`src/rtl/fetch_unit.sv`:
```
`default_nettype none
// +--------------------------------------------------------------------------+
// | fetch_unit: PC register, instruction-memory fetch and IF/ID capture with |
// | stall and delayed-branch redirect. Option macro: FETCH_BOUND_CHECK_EN.   |
// | Revision: 1.0                                                            |
// +--------------------------------------------------------------------------+
module fetch_unit #(
  parameter logic [31:0] RESET_PC = 32'h0000_3000,
  parameter int          IM_WORDS = 4096
) (
  input  logic        clk,
  input  logic        reset,
  input  logic        stall,
  input  logic        redirect,
  input  logic [31:0] redirect_pc,
  output logic [31:0] im_addr,
  input  logic [31:0] im_instr,
  output logic [31:0] instr_d,
  output logic [31:0] pc_d,
  output logic [31:0] pc8_d,
  output logic        valid_d,
  output logic [31:0] fetch_cnt,
  output logic        fetch_err_d
);

  logic [31:0] pc_q,       pc_nx;
  logic [31:0] if_instr_q, if_instr_nx;
  logic [31:0] if_pc_q,    if_pc_nx;
  logic [31:0] if_pc8_q,   if_pc8_nx;
  logic        if_valid_q, if_valid_nx;
  logic [31:0] cnt_q,      cnt_nx;
  logic        err_q,      err_nx;
  logic        w_bad_fetch;

`ifdef FETCH_BOUND_CHECK_EN
  // 33-bit limit so the upper bound cannot wrap for memories ending at 2^32.
  localparam logic [32:0] c_im_end = {1'b0, RESET_PC} + 33'(4 * IM_WORDS);

  always_comb begin
    w_bad_fetch = (pc_q[1:0] != 2'b00) || (pc_q < RESET_PC) ||
                  ({1'b0, pc_q} >= c_im_end);
  end
`else
  always_comb begin
    w_bad_fetch = 1'b0;
  end
`endif

  always_comb begin
    pc_nx       = pc_q;
    if_instr_nx = if_instr_q;
    if_pc_nx    = if_pc_q;
    if_pc8_nx   = if_pc8_q;
    if_valid_nx = if_valid_q;
    cnt_nx      = cnt_q;
    err_nx      = err_q;
    if (!stall) begin
      // The word fetched alongside a redirect is the delay slot: captured, never flushed.
      pc_nx       = redirect ? redirect_pc : pc_q + 32'd4;
      if_instr_nx = w_bad_fetch ? 32'd0 : im_instr;
      if_pc_nx    = pc_q;
      if_pc8_nx   = pc_q + 32'd8;
      if_valid_nx = 1'b1;
      cnt_nx      = cnt_q + 32'd1;
      err_nx      = w_bad_fetch;
    end
  end

  always_ff @(posedge clk) begin
    if (reset) begin
      pc_q       <= RESET_PC;
      if_instr_q <= 32'd0;
      if_pc_q    <= 32'd0;
      if_pc8_q   <= 32'd0;
      if_valid_q <= 1'b0;
      cnt_q      <= 32'd0;
      err_q      <= 1'b0;
    end else begin
      pc_q       <= pc_nx;
      if_instr_q <= if_instr_nx;
      if_pc_q    <= if_pc_nx;
      if_pc8_q   <= if_pc8_nx;
      if_valid_q <= if_valid_nx;
      cnt_q      <= cnt_nx;
      err_q      <= err_nx;
    end
  end

  assign im_addr     = pc_q;
  assign instr_d     = if_instr_q;
  assign pc_d        = if_pc_q;
  assign pc8_d       = if_pc8_q;
  assign valid_d     = if_valid_q;
  assign fetch_cnt   = cnt_q;
  assign fetch_err_d = err_q;

endmodule
`default_nettype wire
```
`config.mk`:
```
export PLATFORM = sky130hd
export DESIGN_NAME = fetch_unit
export DESIGN_NICKNAME = d
export VERILOG_FILES = /design/src/rtl/fetch_unit.sv
export SDC_FILE = /design/constraint.sdc
export NUM_CORES = 1
export LEC_CHECK = 0
export CAP_MARGIN = 25
export CORE_MARGIN = 4
export CORE_UTILIZATION = 25
export DETAILED_ROUTE_END_ITERATION = 16
export GPL_ROUTABILITY_DRIVEN = 0
export HOLD_SLACK_MARGIN = 0.1
export PLACE_DENSITY = 0.57
export SLEW_MARGIN = 10
export SYNTH_ARGS = -nofsm -noshare
export SYNTH_HDL_FRONTEND = slang
export SYNTH_SLANG_ARGS = --single-unit
```
`constraint.sdc`:
```
create_clock -name clk -period 2.8 [get_ports clk]
set_input_delay 0.7 -clock clk [delete_from_list [all_inputs] [get_ports clk]]
set_output_delay 0.7 -clock clk [all_outputs]
set_load 0.02 [all_outputs]
```
==> results of run 1 <==
==> power by group through the flow <==
stage / combinational (uW) / sequential [uW] / clock [uW]
after global placement: 830 / 2480 / 0
after floorplan: 340 / 2570 / 0
final: 830 / 2430 / 2430
after global routing: 893 / 2450 / 2580
after CTS: 839 / 2430 / 2510
after detailed placement: 834 / 2480 / 0
==> per-stage QoR <==
stage	setup slack (ns)	total power [uW]	cells	util, %	hold slack, ns
floorplan	0.716	2910	830	-	0.541
global placement	0.276	3310	1406	34.8	0.446
detailed placement	0.228	3320	1406	34.8	0.458
CTS	0.288	5780	1438	36.8	0.473
global route	0.226	5920	1438	36.8	0.491
finish	0.313	5690	1438	36.8	0.467
==> worst register-to-register path: stages, from the launching register on <==
cell,delay (ns)
dfxtp_1,0.64
nand3_1,0.32
or2_1,0.48
nand3b_1,0.27
xor2_1,0.17
a211oi_1,0.25
==> path summary, 6_finish.rpt <==
path,endpoint,startpoint,cells after the start,slack [ns]
setup / recovery,im_addr[5],im_addr[5],1,0.31
setup reg to reg,pc8_d[28],im_addr[5],5,0.58
hold reg to reg,valid_d,valid_d,1,0.47
hold / removal,valid_d,valid_d,1,0.47
==> routing by layer <==
| metal | global-route usage (%) | part of all wire (%) |
|---|---|---|
| met1 | 18.7 | 43 |
| met2 | 23.9 | 46 |
| met3 | 5.96 | 9.3 |
| met4 | 3.63 | 1.3 |
| met5 | 0 | 0.16 |
==> state kept, by name, indices dropped and copies added, names as in the netlist <==
register,cells
fetch_cnt,32
im_addr,32
instr_d,32
pc_d,32
pc8_d,29
valid_d,1
==> kinds of logic after synthesis <==
family	share of synthesized area [%]
AND/OR/NAND/NOR	23.9
flip-flops	43.1
AO/OA/AOI/OAI	10.3
buffers and inverters	5.60
multiplexers	9.95
XOR/XNOR	6.68
adder cells (fa/ha/maj)	0.511
other	0.0510
==> placed cells by master, fill, tap and decap left out, types with 5 or more instances in the layout <==
cell	netlist	final
buf_4	17	37
mux2i_1	73	73
a31oi_1	5	5
xnor2_1	17	17
nor2_1	162	162
clkdlybuf4s50_1	0	226
o22ai_1	7	7
clkbuf_16	0	17
a22oi_1	12	12
nor3_1	13	13
nor4_1	16	16
inv_1	7	6
a211oi_1	17	17
nand4_4	5	5
o21ai_0	22	22
nand3_1	26	26
dfxtp_1	158	158
xor2_1	39	39
nand4_1	18	18
and3_1	8	8
nand2_1	57	57
inv_6	0	8
a21oi_1	34	34
==> layout make-up <==
class | count | area [um^2]
clock inverters | 15 | 170
well taps | 384 | 480
inverters | 8 | 30.0
clock buffers | 17 | 425
multi-input cells | 590 | 3770
flip-flops and latches | 158 | 3160
fillers | 2981 | 18200
repair buffers | 266 | 2590
==> run_results.csv, run 1 <==
group,metric,value,unit
run_status,status,"finished, final reports clean",
timing,tightest_slew,1.01,ns
pwr,power.density,535,nW/um^2
clocking,cts_buffers,17,
route,drc,0,
synth,synth.cell_area,7350,um^2
timing,skew,0.0134,ns
setup_path,path_cells,"clkdlybuf4s50_1",
setup_path,cp_num_buf_inv,1,
pwr,p_int,4080,uW
place,place_area,10000,um^2
global_route,antenna_found_initial,3,
timing,max_slew_margin,32.6,%
floorplanning,num_rows,62,
route,drt_pass1_iterations,6,
floorplanning,core,28900,um^2
setup_path,cp_top_family,"buffers and inverters",
synth,synth_ff_type,"dfxtp_1",
synth,synthDistinctLibCells,62,
setup_path,cp_slowest_cell,"clkdlybuf4s50_1",
synth,synthTopCellsByArea,"dfxtp_1, mux2i_1, nor2_1, xor2_1, nand2_1",
floorplanning,io_pins,230,
pwr,seqPwrFrac,42.8,%
setup_path,cp_slowest_stage_delay,0.72,ns
setup_path,start_kind,"flip-flop",
timing,rsz0062_at_grt,"no",
synth,synth_top_area_cell,"dfxtp_1",
floorplanning,fp.dieW,179,um
route,detail_route.wl_per_cell,17.3,um
cells_and_area,final_nets,1112,
timing,finalHoldViolations,0,
pwr,power_switching,1610,uW
route,viasPerCell,4.78,
route,drt_iter0_drc,450,
clocking,ctsRootBufferMaster,"clkbuf_16",
timing,period_needed,2.49,ns
global_route,grt-ovfl-total,0,
synth,ys_seq_area_share,43.1,%
clocking,cts_buffer_depth,2,
global_route,grt_pass1_wl,38900,um
clocking,path_clk_slew,0.07,ns
synth,synth_edf_count,0,
setup_path,worstSetupEndpointType,"primary output",
pwr,power_frac_comb,14.6,%
run,drv_cap,0,
synth,synth_common_cells,"nor2_1, dfxtp_1, mux2i_1",
timing,clock.fmax,402,MHz
clocking,cts_setup_buffers,0,
clocking,htree_levels,4,
floorplanning,die_y,179,um
setup_path,cp.arrival,1.79,ns
global_route,grt_max_degree,79,
pwr,switching_share,28.2,%
worst_hold_path,hold_path_class,"flip-flop to flip-flop",
clocking,clock_latency,0.43,ns
synth,syn_inst,830,
timing,period_share,88.8,%
route,vias,6872,
setup_path,critical_path_class,"flip-flop to primary output",
pwr,p_leak,0.00400,uW
pwr,vdd.ir_drop.worst,0.000302,V
clocking,clock-sinks,158,
synth,ys_ff_latch,158,
cells_and_area,fin_area,10600,um^2
synth,synth_top_area_share,43.1,%
synth,synth.most_common_cell,"nor2_1",
synth,yosysWarnings,0,
timing,fin_setup_tns,0,ns
place,port_buffers,228,
global_route,track_usage,14.9,%
clocking,cts_tree,"yes",
clocking,hold_buffers,0,
route,drt_wl_total,24900,um
timing,final-setup-viol-count,0,
floorplanning,die_area,32200,um^2
synth,synth.avg_cell_area,8.85,um^2
global_route,grt_pass1_vias,6693,
synth,syn-num-nets,901,
setup_path,cp_max_fo,12,
floorplanning,start_util,25.5,%
setup_path,critPathRequiredTime,2.10,ns
cells_and_area,diodes,0,
pwr,power_frac_clock,42.7,%
synth,synthArstFlopShare,0,%
cells_and_area,layout-drive-gt1-share,9.11,%
cells_and_area,area_growth,44.7,%
timing,maxSlewViolCount,0,
clocking,cts_resized,0,
place,post-dp-hpwl,17600,um
route,postRouteAntennaNets,0,
Power figures use the tool's default switching activity.
==> inputs of run 2 (changes only) <==
==> constraint.sdc (replaced) <==
create_clock -name clk -period 2.75 [get_ports clk]
set_input_delay 0.6875 -clock clk [delete_from_list [all_inputs] [get_ports clk]]
set_output_delay 0.6875 -clock clk [all_outputs]
set_load 0.02 [all_outputs]
==> run_results.csv, run 2 (synthesis results as in run 1) <==
group,metric,value,unit
run_status,status,"finished, final reports clean",
clocking,htree_levels,4,
setup_path,cp_top_family,"buffers and inverters",
setup_path,cp_slowest_stage_delay,0.71,ns
pwr,p_leak,0.00401,uW
place,post-dp-hpwl,17600,um
setup_path,endpoint,"im_addr[6]",
route,drt_iter0_drc,459,
setup_path,cp_max_fo,10,
cells_and_area,final_nets,1112,
cells_and_area,final_common_cell,"clkdlybuf4s50_1",
global_route,grt_max_degree,68,
route,vias,6756,
setup_path,cp_slowest_cell,"clkdlybuf4s50_1",
setup_path,r2r_cells,6,
floorplanning,io_pins,230,
cells_and_area,n_fill_cell,3011,
clocking,path_clk_slew,0.08,ns
setup_path,r2r_end,"pc8_d[21]",
floorplanning,core,28900,um^2
global_route,grt_pass1_wl,39300,um
setup_path,worstSetupEndpointType,"primary output",
setup_path,start_kind,"flip-flop",
route,drc,0,
clocking,cts_tree,"yes",
clocking,clock-sinks,158,
timing,final-setup-viol-count,0,
clocking,cts_setup_buffers,0,
global_route,track_usage,15.0,%
floorplanning,num_rows,62,
timing,skew,0.0127,ns
timing,clock.fmax,405,MHz
route,drt_wl_total,24600,um
cells_and_area,diodes,0,
timing,period_share,89.9,%
cells_and_area,fin_util,36.9,%
setup_path,cp.arrival,1.78,ns
run,drv_cap,0,
timing,tightest_slew,0.916,ns
floorplanning,die_area,32200,um^2
cells_and_area,area_growth,44.9,%
clocking,cts_resized,0,
setup_path,cp_num_buf_inv,1,
global_route,antenna_found_initial,3,
global_route,grt-ovfl-total,0,
place,port_buffers,228,
timing,fin_setup_tns,0,ns
timing,max_slew_margin,38.7,%
cells_and_area,multi_input_area,3770,um^2
setup_path,critical_path_class,"flip-flop to primary output",
worst_hold_path,hold_path_class,"flip-flop to flip-flop",
route,viasPerCell,4.70,
pwr,power.density,551,nW/um^2
setup_path,r2r_start,"im_addr[3]",
route,detail_route.wl_per_cell,17.1,um
pwr,vdd.ir_drop.worst,0.000236,V
clocking,hold_buffers,0,
timing,finalHoldViolations,0,
setup_path,path_depth,1,
route,postRouteAntennaNets,0,
route,drt_pass1_iterations,5,
floorplanning,fp.dieW,179,um
setup_path,critPathRequiredTime,2.06,ns
setup_path,reg2reg_setup_slack,0.53,ns
timing,maxSlewViolCount,0,
cells_and_area,regArea,3160,um^2
floorplanning,die_y,179,um
setup_path,crit_start,"im_addr[6]",
clocking,ctsRootBufferMaster,"clkbuf_16",
clocking,cts_buffer_depth,2,
clocking,cts_buffers,17,
global_route,grt_pass1_vias,6735,
timing,rsz0062_at_grt,"no",
timing,period_needed,2.47,ns
setup_path,path_cells,"clkdlybuf4s50_1",
cells_and_area,layout-drive-gt1-share,9.11,%
floorplanning,start_util,25.5,%
cells_and_area,layout_common_cells,"clkdlybuf4s50_1, nor2_1, dfxtp_1",
clocking,clock_latency,0.43,ns
timing,hold_slack,0.475,ns
-- run 2: layout make-up --
| type | instances | area share (%) |
|---|---|---|
| Timing Repair Buffer | 266 | 24.2 |
| Sequential cell | 158 | 29.7 |
| Clock buffer | 17 | 4.00 |
| Inverter | 8 | 0.282 |
| Multi-Input combinational cell | 590 | 35.4 |
| Clock inverter | 15 | 1.82 |
| Tap cell | 384 | 4.51 |
-- run 2: how the worst min path moves through the flow --
stage / start / to / slack, ns / cells after the start
finish: pc8_d[5] / pc8_d[5] / 0.47 / 2
global route: pc8_d[29] / pc8_d[29] / 0.50 / 2
CTS: valid_d / valid_d / 0.48 / 1
detailed placement: valid_d / valid_d / 0.46 / 1
global placement: pc8_d[16] / pc8_d[16] / 0.45 / 2
floorplan: pc8_d[15] / pc8_d[15] / 0.54 / 2
-- run 2: power by group --
part	total (uW)	switching (uW)	internal [uW]	leakage, uW
registers	2480	94.6	2390	0.00129
clock network	2550	1090	1460	0.000300
logic	832	433	399	0.00242
total	5870	1620	4250	0.00401
-- run 2: per-stage QoR --
stage / std cells / power (uW) / setup WS, ns / area (um^2)
2_1_floorplan: 830 / 2960 / 0.679 / 7350
3_3_place_gp: 1406 / 3360 / 0.245 / 10000
3_5_place_dp: 1406 / 3370 / 0.174 / 10000
4_1_cts: 1438 / 5960 / 0.258 / 10600
5_1_grt: 1438 / 6120 / 0.179 / 10600
6_report: 1438 / 5870 / 0.279 / 10600
-- run 2: layer usage --
metal	up-vias	share of wire, %	GRT usage (%)
met4	6	1.2	3.35
met5	-	0.16	0
met3	25	9.4	6.24
met2	232	46	24.0
li1	3316	-	-
met1	3177	43	19.0
==> inputs of run 3 (changes only) <==
==> constraint.sdc (replaced) <==
create_clock -name clk -period 2.76 [get_ports clk]
set_input_delay 0.69 -clock clk [delete_from_list [all_inputs] [get_ports clk]]
set_output_delay 0.69 -clock clk [all_outputs]
set_load 0.02 [all_outputs]
==> run_results.csv, run 3 (synthesis results as in run 1) <==
group,metric,value,unit
run_status,status,"finished, final reports clean",
pwr,power_frac_comb,14.8,%
clocking,cts_tree,"yes",
timing,fin_setup_tns,0,ns
cells_and_area,final_nets,1113,
pwr,seqPwrFrac,43.9,%
floorplanning,start_util,25.5,%
timing,clock.fmax,398,MHz
worst_hold_path,hold_path_class,"flip-flop to flip-flop",
setup_path,cp_top_family,"buffers and inverters",
global_route,track_usage,14.9,%
timing,period_share,90.9,%
clocking,cts_buffer_depth,2,
setup_path,critical_path_class,"flip-flop to primary output",
setup_path,cp.arrival,1.82,ns
pwr,vdd.ir_drop.worst,0.000275,V
timing,rsz0062_at_grt,"no",
clocking,cts_resized,0,
route,viasPerCell,4.74,
pwr,power.density,531,nW/um^2
global_route,grt-ovfl-total,0,
timing,finalHoldViolations,0,
timing,tightest_slew,0.888,ns
timing,final-setup-viol-count,0,
pwr,power_frac_clock,41.3,%
pwr,switching_share,29.4,%
pwr,p_int,3970,uW
cells_and_area,area_growth,44.3,%
clocking,cts_buffers,17,
clocking,ctsRootBufferMaster,"clkbuf_16",
global_route,grt_pass1_vias,6604,
timing,skew,0.0139,ns
route,detail_route.wl_per_cell,17.4,um
route,drt_iter0_drc,466,
global_route,grt_pass1_wl,39000,um
setup_path,path_cells,"buf_4 -> clkdlybuf4s50_1",
cells_and_area,n_fill_cell,2976,
clocking,clock-sinks,158,
global_route,antenna_found_initial,2,
timing,max_slew_margin,40.6,%
floorplanning,fp.dieW,179,um
clocking,htree_levels,4,
floorplanning,core,28900,um^2
place,port_buffers,228,
route,drt_pass1_iterations,5,
clocking,clock_latency,0.43,ns
setup_path,cp_slowest_cell,"clkdlybuf4s50_1",
timing,maxSlewViolCount,0,
clocking,cts_setup_buffers,0,
floorplanning,io_pins,230,
route,postRouteAntennaNets,0,
setup_path,start_kind,"flip-flop",
cells_and_area,final_common_cell,"clkdlybuf4s50_1",
setup_path,cp_slowest_stage_delay,0.60,ns
route,drt_wl_total,25000,um
floorplanning,num_rows,62,
setup_path,cp_num_buf_inv,2,
route,vias,6826,
floorplanning,die_area,32200,um^2
pwr,power_switching,1660,uW
route,drc,0,
clocking,hold_buffers,0,
timing,period_needed,2.51,ns
place,post-dp-hpwl,17700,um
run,drv_cap,0,
cells_and_area,stdcell_count,1440,
setup_path,critPathRequiredTime,2.07,ns
setup_path,worstSetupEndpointType,"primary output",
cells_and_area,layout_common_cells,"clkdlybuf4s50_1, nor2_1, dfxtp_1",
global_route,grt_max_degree,104,
place,dp_cells,1407,
floorplanning,die_y,179,um
clocking,path_clk_slew,0.07,ns
setup_path,cp_max_fo,7,
pwr,p_leak,0.00399,uW
cells_and_area,layout-drive-gt1-share,9.19,%
-- run 3: cell count changes in the layout (fill, tap and decap cells not counted) --
cell,previous run,this run
clkinv_8,0,1
buf_4,38,39
inv_8,2,3
diode_2,0,1
bufinv_16,3,0
clkinv_4,0,1
-- run 3: layer usage --
metal	global-route usage, %	up-vias	share of wire, %
met1	19.6	3219	45
met2	23.5	257	45
met4	3.99	2	1.5
met3	4.99	26	8.2
met5	0	-	0.036
li1	-	3322	-
-- run 3: worst register-to-register path, stage by stage, from the launching register on --
cell	delay, ns
dfxtp_1	0.62
nand2_1	0.30
nor4_2	0.75
a221oi_1	0.18
a311oi_1	0.27
-- run 3: final timing paths --
check                                  from     endpoint  slack [ns]  depth (start not counted)
worst max-delay path            im_addr[17]  im_addr[17]        0.25                          2
worst min-delay path              pc8_d[17]    pc8_d[17]        0.47                          2
worst max register to register   im_addr[6]  im_addr[29]        0.55                          4
worst min register to register    pc8_d[17]    pc8_d[17]        0.47                          2
-- run 3: area by class of cell --
| cell class | count | area, um^2 | area share (%) |
|---|---|---|---|
| Antenna cell | 1 | 2.50 | 0.0236 |
| Clock buffer | 17 | 425 | 4.01 |
| Clock inverter | 15 | 140 | 1.32 |
| Inverter | 8 | 30.0 | 0.283 |
| Multi-Input combinational cell | 590 | 3770 | 35.6 |
| Sequential cell | 158 | 3160 | 29.8 |
| Tap cell | 384 | 480 | 4.53 |
| Timing Repair Buffer | 267 | 2590 | 24.4 |
-- run 3: power by group through the flow --
stage                     logic [uW]  registers [uW]  clock network, uW
after floorplan                  345            2610                  0
after global placement           832            2520                  0
after detailed placement         835            2530                  0
after CTS                        838            2470               2410
after global routing             895            2490               2500
final                            831            2470               2330
-- run 3: per-stage QoR --
stage	setup WS (ns)	total power [uW]	hold WS, ns	utilization (%)	instance area (um^2)
6_report	0.250	5630	0.471	36.7	10600
5_1_grt	0.215	5880	0.482	36.7	10600
4_1_cts	0.261	5720	0.475	36.7	10600
3_5_place_dp	0.250	3360	0.459	34.8	10000
3_3_place_gp	0.265	3360	0.451	34.8	10000
2_1_floorplan	0.686	2950	0.541	-	7350
